File: src/rtl/fir_ctrl_pkg.sv
// Shared types and constants for the FIR stream sequencer.
//   FIR_XW / FIR_YW : filter input / output sample widths
//   FIR_NTAPS       : filter length (flush length is FIR_NTAPS-1)
//   fir_state_t     : sequencer state
//   fifo_entry_t    : one buffered input sample with its frame-end flag
package fir_ctrl_pkg;

  localparam int unsigned FIR_XW    = 19;
  localparam int unsigned FIR_YW    = 20;
  localparam int unsigned FIR_NTAPS = 25;

  typedef enum logic [1:0] {
    IDLE,
    RUN,
    FLUSH
  } fir_state_t;

  typedef struct packed {
    logic                     last;
    logic signed [FIR_XW-1:0] x;
  } fifo_entry_t;

endpackage

File: src/rtl/fir_stream_ctrl_if.sv
// Stream bundle around the FIR sequencer: input sample stream, filter
// input/output pair and the tagged output stream.
//   slave  : sequencer view (takes s_*, fir_y; drives s_ready, fir_x, m_*)
//   master : environment view (source, filter and sink side)
interface fir_stream_ctrl_if;
  import fir_ctrl_pkg::*;

  logic signed [FIR_XW-1:0] s_x;
  logic                     s_valid;
  logic                     s_last;
  logic                     s_ready;
  logic signed [FIR_XW-1:0] fir_x;
  logic signed [FIR_YW-1:0] fir_y;
  logic signed [FIR_YW-1:0] m_y;
  logic                     m_valid;
  logic                     m_last;

  modport slave (
    input  s_x, s_valid, s_last, fir_y,
    output s_ready, fir_x, m_y, m_valid, m_last
  );

  modport master (
    output s_x, s_valid, s_last, fir_y,
    input  s_ready, fir_x, m_y, m_valid, m_last
  );

endinterface

File: src/rtl/fir_in_fifo.sv
// Synchronous input FIFO with asynchronous active-high reset.
//   clk, rst     : clock, async reset
//   push, din    : write request and entry
//   pop, dout    : read request and head entry (dout valid when !empty)
//   full, empty  : occupancy flags
//   count        : occupancy, log2(DEPTH)+1 bits
// A pop in the same clock as a push at full frees the slot first, so
// both are honoured.
module fir_in_fifo
  import fir_ctrl_pkg::*;
#(
  parameter int unsigned DEPTH = 32
) (
  input  logic                     clk,
  input  logic                     rst,
  input  logic                     push,
  input  fifo_entry_t              din,
  input  logic                     pop,
  output fifo_entry_t              dout,
  output logic                     full,
  output logic                     empty,
  output logic [$clog2(DEPTH):0]   count
);

  localparam int unsigned AW = $clog2(DEPTH);
  localparam int unsigned CW = AW + 1;

  fifo_entry_t   mem [DEPTH];
  logic [AW-1:0] wr_ptr;
  logic [AW-1:0] rd_ptr;
  logic          do_push;
  logic          do_pop;

  assign empty   = (count == '0);
  assign full    = (count == CW'(DEPTH));
  assign do_pop  = pop && !empty;
  assign do_push = push && (!full || do_pop);
  assign dout    = mem[rd_ptr];

  // Storage needs no reset; only pointers and count define validity.
  always_ff @(posedge clk) begin
    if (do_push) mem[wr_ptr] <= din;
  end

  // Pointers wrap naturally because DEPTH is a power of two.
  always_ff @(posedge clk or posedge rst) begin
    if (rst) begin
      wr_ptr <= '0;
      rd_ptr <= '0;
      count  <= '0;
    end else begin
      if (do_push) wr_ptr <= wr_ptr + AW'(1);
      if (do_pop)  rd_ptr <= rd_ptr + AW'(1);
      case ({do_push, do_pop})
        2'b10:   count <= count + CW'(1);
        2'b01:   count <= count - CW'(1);
        default: count <= count;
      endcase
    end
  end

endmodule

File: src/rtl/fir_stream_ctrl.sv
// Sequencer in front of a free-running transposed-form FIR. Buffers the
// input stream, feeds the filter one sample per clock per frame, appends
// NTAPS-1 zeros to drain the taps and tags the filter output with
// m_valid/m_last so each frame yields its full convolution.
//   clk, rst  : clock, async active-high reset (shared with the filter)
//   strm      : stream bundle (s_* in, fir_x/fir_y to/from filter, m_* out)
//   busy      : sequencer not idle
//   underrun  : one-clock pulse when the FIFO is empty during RUN
// Optional feature macro FIR_CTRL_STATS_EN adds saturating counters
//   frame_cnt (frames completed) and urun_cnt (underrun clocks).
module fir_stream_ctrl
  import fir_ctrl_pkg::*;
#(
  parameter int unsigned NTAPS   = FIR_NTAPS,
  parameter int unsigned DEPTH   = 32,
  parameter int unsigned PREFILL = 8,
  parameter int unsigned FIR_LAT = 2
) (
  input  logic                 clk,
  input  logic                 rst,
  fir_stream_ctrl_if.slave     strm,
  output logic                 busy,
  output logic                 underrun
`ifdef FIR_CTRL_STATS_EN
  ,
  output logic [15:0]          frame_cnt,
  output logic [15:0]          urun_cnt
`endif
);

  localparam int unsigned CW  = $clog2(DEPTH) + 1;
  localparam int unsigned FCW = 5;

  fir_state_t               state;
  logic [FCW-1:0]           flush_cnt;
  logic signed [FIR_XW-1:0] fir_x_q;
  logic                     tag_v;
  logic                     tag_l;
  logic [FIR_LAT-1:0]       dly_v;
  logic [FIR_LAT-1:0]       dly_l;

  fifo_entry_t              push_entry;
  fifo_entry_t              head;
  logic                     push;
  logic                     pop;
  logic                     full;
  logic                     empty;
  logic [CW-1:0]            count;
  logic [CW-1:0]            last_pend;

  assign push_entry   = '{last: strm.s_last, x: strm.s_x};
  assign push         = strm.s_valid && !full;
  assign pop          = (state == RUN) && !empty;
  assign strm.s_ready = !full;
  assign strm.fir_x   = fir_x_q;
  assign strm.m_y     = strm.fir_y;
  assign strm.m_valid = dly_v[FIR_LAT-1];
  assign strm.m_last  = dly_l[FIR_LAT-1];
  assign busy         = (state != IDLE);

  fir_in_fifo #(
    .DEPTH (DEPTH)
  ) u_fifo (
    .clk   (clk),
    .rst   (rst),
    .push  (push),
    .din   (push_entry),
    .pop   (pop),
    .dout  (head),
    .full  (full),
    .empty (empty),
    .count (count)
  );

  // Number of complete frames (last-tagged entries) waiting in the FIFO.
  always_ff @(posedge clk or posedge rst) begin
    if (rst) begin
      last_pend <= '0;
    end else begin
      case ({push && strm.s_last, pop && head.last})
        2'b10:   last_pend <= last_pend + CW'(1);
        2'b01:   last_pend <= last_pend - CW'(1);
        default: last_pend <= last_pend;
      endcase
    end
  end

  // Sequencer: fir_x and its slot tags are registered together.
  always_ff @(posedge clk or posedge rst) begin
    if (rst) begin
      state     <= IDLE;
      flush_cnt <= '0;
      fir_x_q   <= '0;
      tag_v     <= 1'b0;
      tag_l     <= 1'b0;
      underrun  <= 1'b0;
    end else begin
      fir_x_q  <= '0;
      tag_v    <= 1'b0;
      tag_l    <= 1'b0;
      underrun <= 1'b0;
      case (state)
        IDLE: begin
          if (count >= CW'(PREFILL) || last_pend != '0) state <= RUN;
        end
        RUN: begin
          tag_v <= 1'b1;
          if (!empty) begin
            fir_x_q <= head.x;
            if (head.last) begin
              state     <= FLUSH;
              flush_cnt <= '0;
            end
          end else begin
            // Starved: feed a zero that still counts as frame output.
            underrun <= 1'b1;
          end
        end
        FLUSH: begin
          tag_v     <= 1'b1;
          flush_cnt <= flush_cnt + FCW'(1);
          if (flush_cnt == FCW'(NTAPS - 2)) begin
            tag_l <= 1'b1;
            state <= IDLE;
          end
        end
        default: state <= IDLE;
      endcase
    end
  end

  // Tags lag fir_x by FIR_LAT clocks so they line up with fir_y.
  always_ff @(posedge clk or posedge rst) begin
    if (rst) begin
      dly_v <= '0;
      dly_l <= '0;
    end else begin
      dly_v[0] <= tag_v;
      dly_l[0] <= tag_l;
      for (int unsigned i = 1; i < FIR_LAT; i++) begin
        dly_v[i] <= dly_v[i-1];
        dly_l[i] <= dly_l[i-1];
      end
    end
  end

`ifdef FIR_CTRL_STATS_EN
  // Saturating frame and underrun counters.
  always_ff @(posedge clk or posedge rst) begin
    if (rst) begin
      frame_cnt <= '0;
      urun_cnt  <= '0;
    end else begin
      if (dly_l[FIR_LAT-1] && frame_cnt != 16'hFFFF) frame_cnt <= frame_cnt + 16'd1;
      if (underrun && urun_cnt != 16'hFFFF)          urun_cnt  <= urun_cnt + 16'd1;
    end
  end
`endif

endmodule

File: src/flat_wrapper.sv
// flat-port wrapper written by rule: the top's interface ports become plain ports
module fir_stream_ctrl_flat import fir_ctrl_pkg::*;
#(
  parameter int unsigned NTAPS   = FIR_NTAPS,
  parameter int unsigned DEPTH   = 32,
  parameter int unsigned PREFILL = 8,
  parameter int unsigned FIR_LAT = 2
)
  (clk, rst, busy, underrun, strm_s_x, strm_s_valid, strm_s_last, strm_fir_y, strm_s_ready, strm_fir_x, strm_m_y, strm_m_valid, strm_m_last);
  fir_stream_ctrl_if strm_i ();
  input  logic clk;
  input  logic rst;
  output logic busy;
  output logic underrun;
  input wire logic [$bits(strm_i.s_x)-1:0] strm_s_x;
  input wire logic [$bits(strm_i.s_valid)-1:0] strm_s_valid;
  input wire logic [$bits(strm_i.s_last)-1:0] strm_s_last;
  input wire logic [$bits(strm_i.fir_y)-1:0] strm_fir_y;
  output wire logic [$bits(strm_i.s_ready)-1:0] strm_s_ready;
  output wire logic [$bits(strm_i.fir_x)-1:0] strm_fir_x;
  output wire logic [$bits(strm_i.m_y)-1:0] strm_m_y;
  output wire logic [$bits(strm_i.m_valid)-1:0] strm_m_valid;
  output wire logic [$bits(strm_i.m_last)-1:0] strm_m_last;
  assign strm_i.s_x = strm_s_x;
  assign strm_i.s_valid = strm_s_valid;
  assign strm_i.s_last = strm_s_last;
  assign strm_i.fir_y = strm_fir_y;
  assign strm_s_ready = strm_i.s_ready;
  assign strm_fir_x = strm_i.fir_x;
  assign strm_m_y = strm_i.m_y;
  assign strm_m_valid = strm_i.m_valid;
  assign strm_m_last = strm_i.m_last;
  fir_stream_ctrl #(.NTAPS(NTAPS), .DEPTH(DEPTH), .PREFILL(PREFILL), .FIR_LAT(FIR_LAT)) u_core (.clk(clk), .rst(rst), .strm(strm_i), .busy(busy), .underrun(underrun));
endmodule
File: config.mk
export PLATFORM = sky130hd
export DESIGN_NAME = fir_stream_ctrl_flat
export DESIGN_NICKNAME = d
export VERILOG_FILES = /design/src/rtl/fir_ctrl_pkg.sv /design/src/rtl/fir_stream_ctrl_if.sv /design/src/rtl/fir_in_fifo.sv /design/src/rtl/fir_stream_ctrl.sv /design/src/flat_wrapper.sv
export SDC_FILE = /design/constraint.sdc
export NUM_CORES = 1
export LEC_CHECK = 0
export ABC_CLOCK_PERIOD_IN_PS = 8000
export CORE_MARGIN = 2
export CORE_UTILIZATION = 45
export DETAILED_ROUTE_END_ITERATION = 16
export PLACE_DENSITY = 0.59
export RECOVER_POWER = 50
export SLEW_MARGIN = 20
export SYNTH_ARGS = -nofsm -noshare
export SYNTH_HDL_FRONTEND = slang
export SYNTH_SLANG_ARGS = --single-unit
File: constraint.sdc
create_clock -name clk -period 8 [get_ports clk]
set_input_delay 2.4 -clock clk [delete_from_list [all_inputs] [get_ports clk]]
set_output_delay 2.4 -clock clk [all_outputs]
set_load 0.02 [all_outputs]
# After elaboration in Yosys (flattened, before gate mapping)
# Memories as Yosys holds them, arrays and structs flattened.
# Cells that the tools add are included.
op_classes:
  add_sub_neg: 7
  n_mul: 0
  div_mod_pow: 0
  order_cmp: 1
  eq_ne: 12
  n_shift: 0
  muxes: 19
  bitwise: 0
  reduce_logical: 20
ops:
  columns: ["cell", "n"]
  rows:
  - ["$mux 19", 2]
  - ["$pmux 6 s2", 2]
  - ["$add 5x1->5 const B", 3]
  - ["$add 6x1->6 const B", 2]
  - ["$sub 6x1->6 const B", 2]
  - ["$mux 5", 2]
  - ["$pmux 5 s2", 1]
  - ["$mux 2", 4]
  - ["$reduce_bool 2->1", 4]
  - ["$mux 1", 7]
  - ["$eq 2x1->1 const B", 3]
  - ["$eq 2x2->1 const B", 3]
  - ["$eq 6x6->1 const B", 1]
  - ["$ge 6x4->1 const B", 1]
  - ["$logic_and 1x1->1", 6]
  - ["$logic_not 6->1", 1]
  - ["$ne 2x1->1 const B", 3]
  - ["$pmux 2 s3", 1]
  - ["$reduce_bool 6->1", 1]
  - ["$eq 5x5->1 const B", 1]
  - ["$reduce_and 4->1", 1]
  - ["$reduce_and 3->1", 1]
  - ["$logic_not 1->1", 2]
  - ["$logic_not 2->1", 1]
  - ["3 further kinds", 4]
totals:
  reg_bits: 55
  latch_bits: 0
  ramBits: 640
  rom_bits: 0
  inputBits: 43
  output_inout_bits: 44
  wordCells: 72
  n_memories: 1
mem_list:
  columns: ["name", "depth", "word_bits", "read_ports", "rd_clocked_by_memory_dff", "wr", "line_no", "rtl"]
  rows:
  - ["u_core.u_fifo.mem", 32, 20, 1, 0, 1, "fir_in_fifo.sv:28", "fifo_entry_t mem [DEPTH];"]

# Longest topological paths before layout
logic_depth:
  depth_word: 8
  mapped_depth: 17
  depth_no_buf: 14

# Cells and area by module
# Synthesis repeated with hierarchy kept, for this count alone.
hier_totals:
  cells_unflattened: 1520
  area_unflattened_um2: 27480.1
by_module_without_submodules:
  columns: ["mod", "instances", "cells_each", "area_each_um2", "seq_area_each_um2"]
  rows:
  - ["fir_in_fifo", 1, 1337, 25537.0, 19618.8]
  - ["fir_stream_ctrl", 1, 183, 1943.1, 975.9]

# Least setup slack after synthesis
# No wires, ideal clock.
synth_path:
  path_type: "input -> output"
  from: "in strm_fir_y[0]"
  to: "out strm_m_y[0]"
  arrival_time_ns: 2.534
  required_ns: 5.600
  setup_slack_ns: 3.066
  stages: 1
  path_buffers: 1
  cell_sequence: "buf_4"
synth_rtl:
  columns: ["item", "line_no", "rtl"]
  rows:
  - ["start: declaration", "flat_wrapper.sv:18", "input wire logic [$bits(strm_i.fir_y)-1:0] strm_fir_y;"]
  - ["end: declaration", "flat_wrapper.sv:21", "output wire logic [$bits(strm_i.m_y)-1:0] strm_m_y;"]
# No word-level cell between the ends.

# Worst setup path after layout
layout_path:
  from: "reg u_core.u_fifo.rd_ptr[1]"
  to: "reg u_core.last_pend[4]"
layout_between:
  elab_chain_len: 4
  elab_cells_between_ends: 6
  classes_between: "2 x eq/ne; 1 x mux; 2 x reduce/logical; 1 x memory"
layout_lines:
  columns: ["item", "line_no", "rtl"]
  rows:
  - ["start: declaration", "fir_in_fifo.sv:30", "logic [AW-1:0] rd_ptr;"]
  - ["start signal: assignment", "fir_in_fifo.sv:53", "if (do_pop) rd_ptr <= rd_ptr + AW'(1);"]
  - ["$mem_v2 32x20 (*)", null, null]
  - ["$logic_and 1x1->1 (*)", "fir_stream_ctrl.sv:80", "case ({push && strm.s_last, pop && head.last})"]
  - ["$eq 2x1->1 or $eq 2x2->1 (tied branches)", "fir_stream_ctrl.sv:80", null]
  - ["$pmux 6 s2 or $reduce_bool 2->1 (tied branches)", null, null]
  - ["end signal: assignment", "fir_stream_ctrl.sv:81", "2'b10: last_pend <= last_pend + CW'(1);"]
  - ["end signal: assignment", "fir_stream_ctrl.sv:82", "2'b01: last_pend <= last_pend - CW'(1);"]
  - ["end signal: assignment", "fir_stream_ctrl.sv:83", "default: last_pend <= last_pend;"]
  - ["end: declaration", "fir_stream_ctrl.sv:49", "logic [CW-1:0] last_pend;"]
# Every way passes the cells marked *; elsewhere a longest branch is shown, timed or not.
# A chain may end at the register's enable or synchronous reset.

==> impl_metrics.tcl <==
set metrics [dict create \
    via_count 12650 \
    ys_ff_latch 695 \
    critical_path.max_fanout 67 \
    mostFrequentLayoutCells "edfxtp_1, mux4_2, clkbuf_16, dfrtp_1, nor2_1" \
    synth_top_family_by_area "multiplexers" \
    fmax_mhz 168.5 \
    start_kind "flop" \
    synthXorXnorAreaFrac_pct 0.8040 \
    clockRootBuffer "clkbuf_16" \
    port_buffers 46 \
    cts.sinks 695 \
    ant_nets 0 \
    nNetsFinal 1390 \
    async_flop_share_pct 7.914 \
    io-pin-count 87 \
    clk_pin_slew_ns 0.06 \
    overflow 0 \
    leakagePower_nw 9.880 \
    cts_hold_buf 0 \
    synthMuxAreaShare_pct 17.28 \
    ys.flop_type "edfxtp_1" \
    cts_tree "done" \
    clock_latency_ns 0.62 \
    drtIter0Drc 1207 \
    clock_skew_ns 0.02628 \
    post-place-ws_ns 2.463 \
    status "finished with violations" \
    totalNegativeSetupSlack_ns 0 \
    maxSlewViolCount 157 \
    ys_warn_count 0 \
    critPathKind "flop to flop" \
    vdd_ir_drop_max_v 0.0001843 \
    syn_area_um2 27230 \
    hold_viol_final 0 \
    drtPass1Iterations 5 \
    postSynthCellCount 1249 \
    worst-r2r-cell-count 15 \
    worst_pin_slew_ns 3.354 \
    avgSynthCellArea_um2 21.81 \
    hold_path.class "flop to flop" \
    end_kind "flop" \
    fp-row-count 90 \
    synth_edf_count 640 \
    slew_headroom_pct -123.6 \
    core_um2 60130 \
    avgViaCountPerCell 5.821 \
    yosysTopAreaCell "edfxtp_1" \
    setup_viol 0 \
    ys_seq_area_share_pct 75.62 \
    htree_levels 3 \
    synth_top_area_share_pct 70.57 \
    p_total_mw 10.93 \
    yosys-top-cells-area "edfxtp_1, mux4_2, dfrtp_1" \
    dieArea_um2 62510 \
    cp.required_ns 8.49 \
    power_density_nw_per_um2 354.3 \
    worst_slack_ns 2.067 \
    cts_buffers 74 \
    finalCritPeriodShare_pct 74.16 \
    wl_mm 60.99 \
    nFillCells 4787 \
    grt_pass1_wl_mm 89.83 \
    ys_types 53 \
    arrival_ns 6.42 \
    syn_nets 1308 \
    syn2layout_area_growth_pct 13.28 \
    grtUsageTotal_pct 20.01 \
    violations "capacitance limit, slew limit" \
    drc 0 \
    holdPathStages 0 \
    dp_hpwl_mm 34.67 \
    grt_max_degree 68 \
    place.gp.congestion 0.7958 \
    mostFrequentLayoutCell "edfxtp_1" \
    synth_compound_area_share_pct 1.213 \
    maxCapViolCount 4 \
    initial_core_util_pct 45.29 \
    die_h_um 250.0 \
    cts_max_path_buffers 3 \
    drive_above_1_share_pct 27.73 \
    fin_util_pct 51.30 \
    rsz0062_at_grt "no" \
    cts_setup_buffers 0 \
    diodes 0 \
    dieWidth_um 250.0 \
    antenna_found_initial 1 \
    yosys.area_share.adder_pct 0.7351 \
    grt_pass1_vias 13060 \
    drt-wirelength-per-cell_um 28.05 \
    period_needed_ns 5.933 \
    fin_hold_ws_ns 0.3554 \
    yosys.area_share.simple_pct 2.251 \
    cts_resized 0 \
]
cells in the mapped netlist (all sizes together), types with 4 or more instances:
| cell | instances |
|---|---|
| mux2i | 31 |
| nand3 | 5 |
| nand2b | 4 |
| inv | 17 |
| nor2b | 4 |
| mux2 | 6 |
| ha | 16 |
| edfxtp | 640 |
| nand4 | 7 |
| xor2 | 14 |
| dfrtp | 55 |
| a21oi | 11 |
| buf | 66 |
| clkbuf | 16 |
| o22ai | 4 |
| a22oi | 4 |
| nand2 | 27 |
| nor2 | 73 |
| mux4 | 192 |
| xnor2 | 11 |
| o21ai | 10 |
registers in the layout (all words and copies together), names as in the netlist:
| name | count |
|---|---|
| u_core.dly_l | 2 |
| u_core.dly_v | 2 |
| u_core.flush_cnt | 5 |
| u_core.last_pend | 6 |
| u_core.state | 2 |
| u_core.strm.fir_x | 19 |
| u_core.tag_l | 1 |
| u_core.tag_v | 1 |
| u_core.u_fifo.count | 6 |
| u_core.u_fifo.mem | 640 |
| u_core.u_fifo.rd_ptr | 5 |
| u_core.u_fifo.wr_ptr | 5 |
| u_core.underrun | 1 |
worst max-delay path, cell delays in order, from the launching register on:
cell and delay, ns:
dfrtp_1 2.55, buf_4 0.83, mux2i_1 0.16, nand2_1 0.09, nand2_1 0.06, o21ai_0 0.30, nor2_1 0.10, nor2_1 0.15
ha_1 0.46, xor2_1 0.12, ha_1 0.23, a211oi_1 0.25, a21oi_1 0.06, a22oi_1 0.21, nor2_1 0.07, xor2_1 0.14
final cells by class:
class | count | area (µm²) | area share, %
Clock buffer | 91 | 1978 | 6.412
Clock inverter | 46 | 420.4 | 1.363
Inverter | 17 | 65.06 | 0.2109
Multi-Input combinational cell | 455 | 6141 | 19.91
Sequential cell | 695 | 20600 | 66.77
Tap cell | 782 | 978.4 | 3.172
Timing Repair Buffer | 88 | 668.1 | 2.166
final timing paths:
kind | from | endpoint | slack, ns
min in group asynchronous | rst | u_core.state[0] | 3.40
worst max register to register | u_core.u_fifo.rd_ptr[1] | u_core.last_pend[4] | 2.07
worst min register to register | u_core.dly_l[0] | u_core.dly_l[1] | 0.36
worst max-delay path | u_core.u_fifo.rd_ptr[1] | u_core.last_pend[4] | 2.07
max in group asynchronous | rst | u_core.u_fifo.rd_ptr[0] | 2.26
worst min-delay path | u_core.dly_l[0] | u_core.dly_l[1] | 0.36
routing by layer:
layer,global-route usage (%),wire (µm),up-vias
met4,5.731,1521,0
met2,31.17,29120,451
met3,4.318,3840,100
met5,0,0,-
met1,28.77,26510,6791
li1,-,-,5312
per-stage QoR:
stage	instances	instance area [µm²]
floorplan	1249	27230
global placement	2037	28570
detailed placement	2037	28570
CTS	2174	30960
global route	2174	30850
finish	2174	30850
power by group:
group	leakage (nW)	internal (mW)	switching (mW)
Sequential	6.46	4.28	0.287
Clock	1.17	1.97	1.41
Combinational	2.25	1.44	1.55
Total	9.88	7.69	3.24
cells by family (layout without fill, tap and decap cells):
kind of cell / after synthesis / count (layout)
DFF: 695 / 695
buffers and inverters: 99 / 242
xor gates and xnor gates: 25 / 25
AOI/OAI and AO/OA: 48 / 48
and+or+nand+nor: 137 / 137
muxes: 229 / 229
adders and majority gates: 16 / 16
Power figures use the tool's default switching activity.
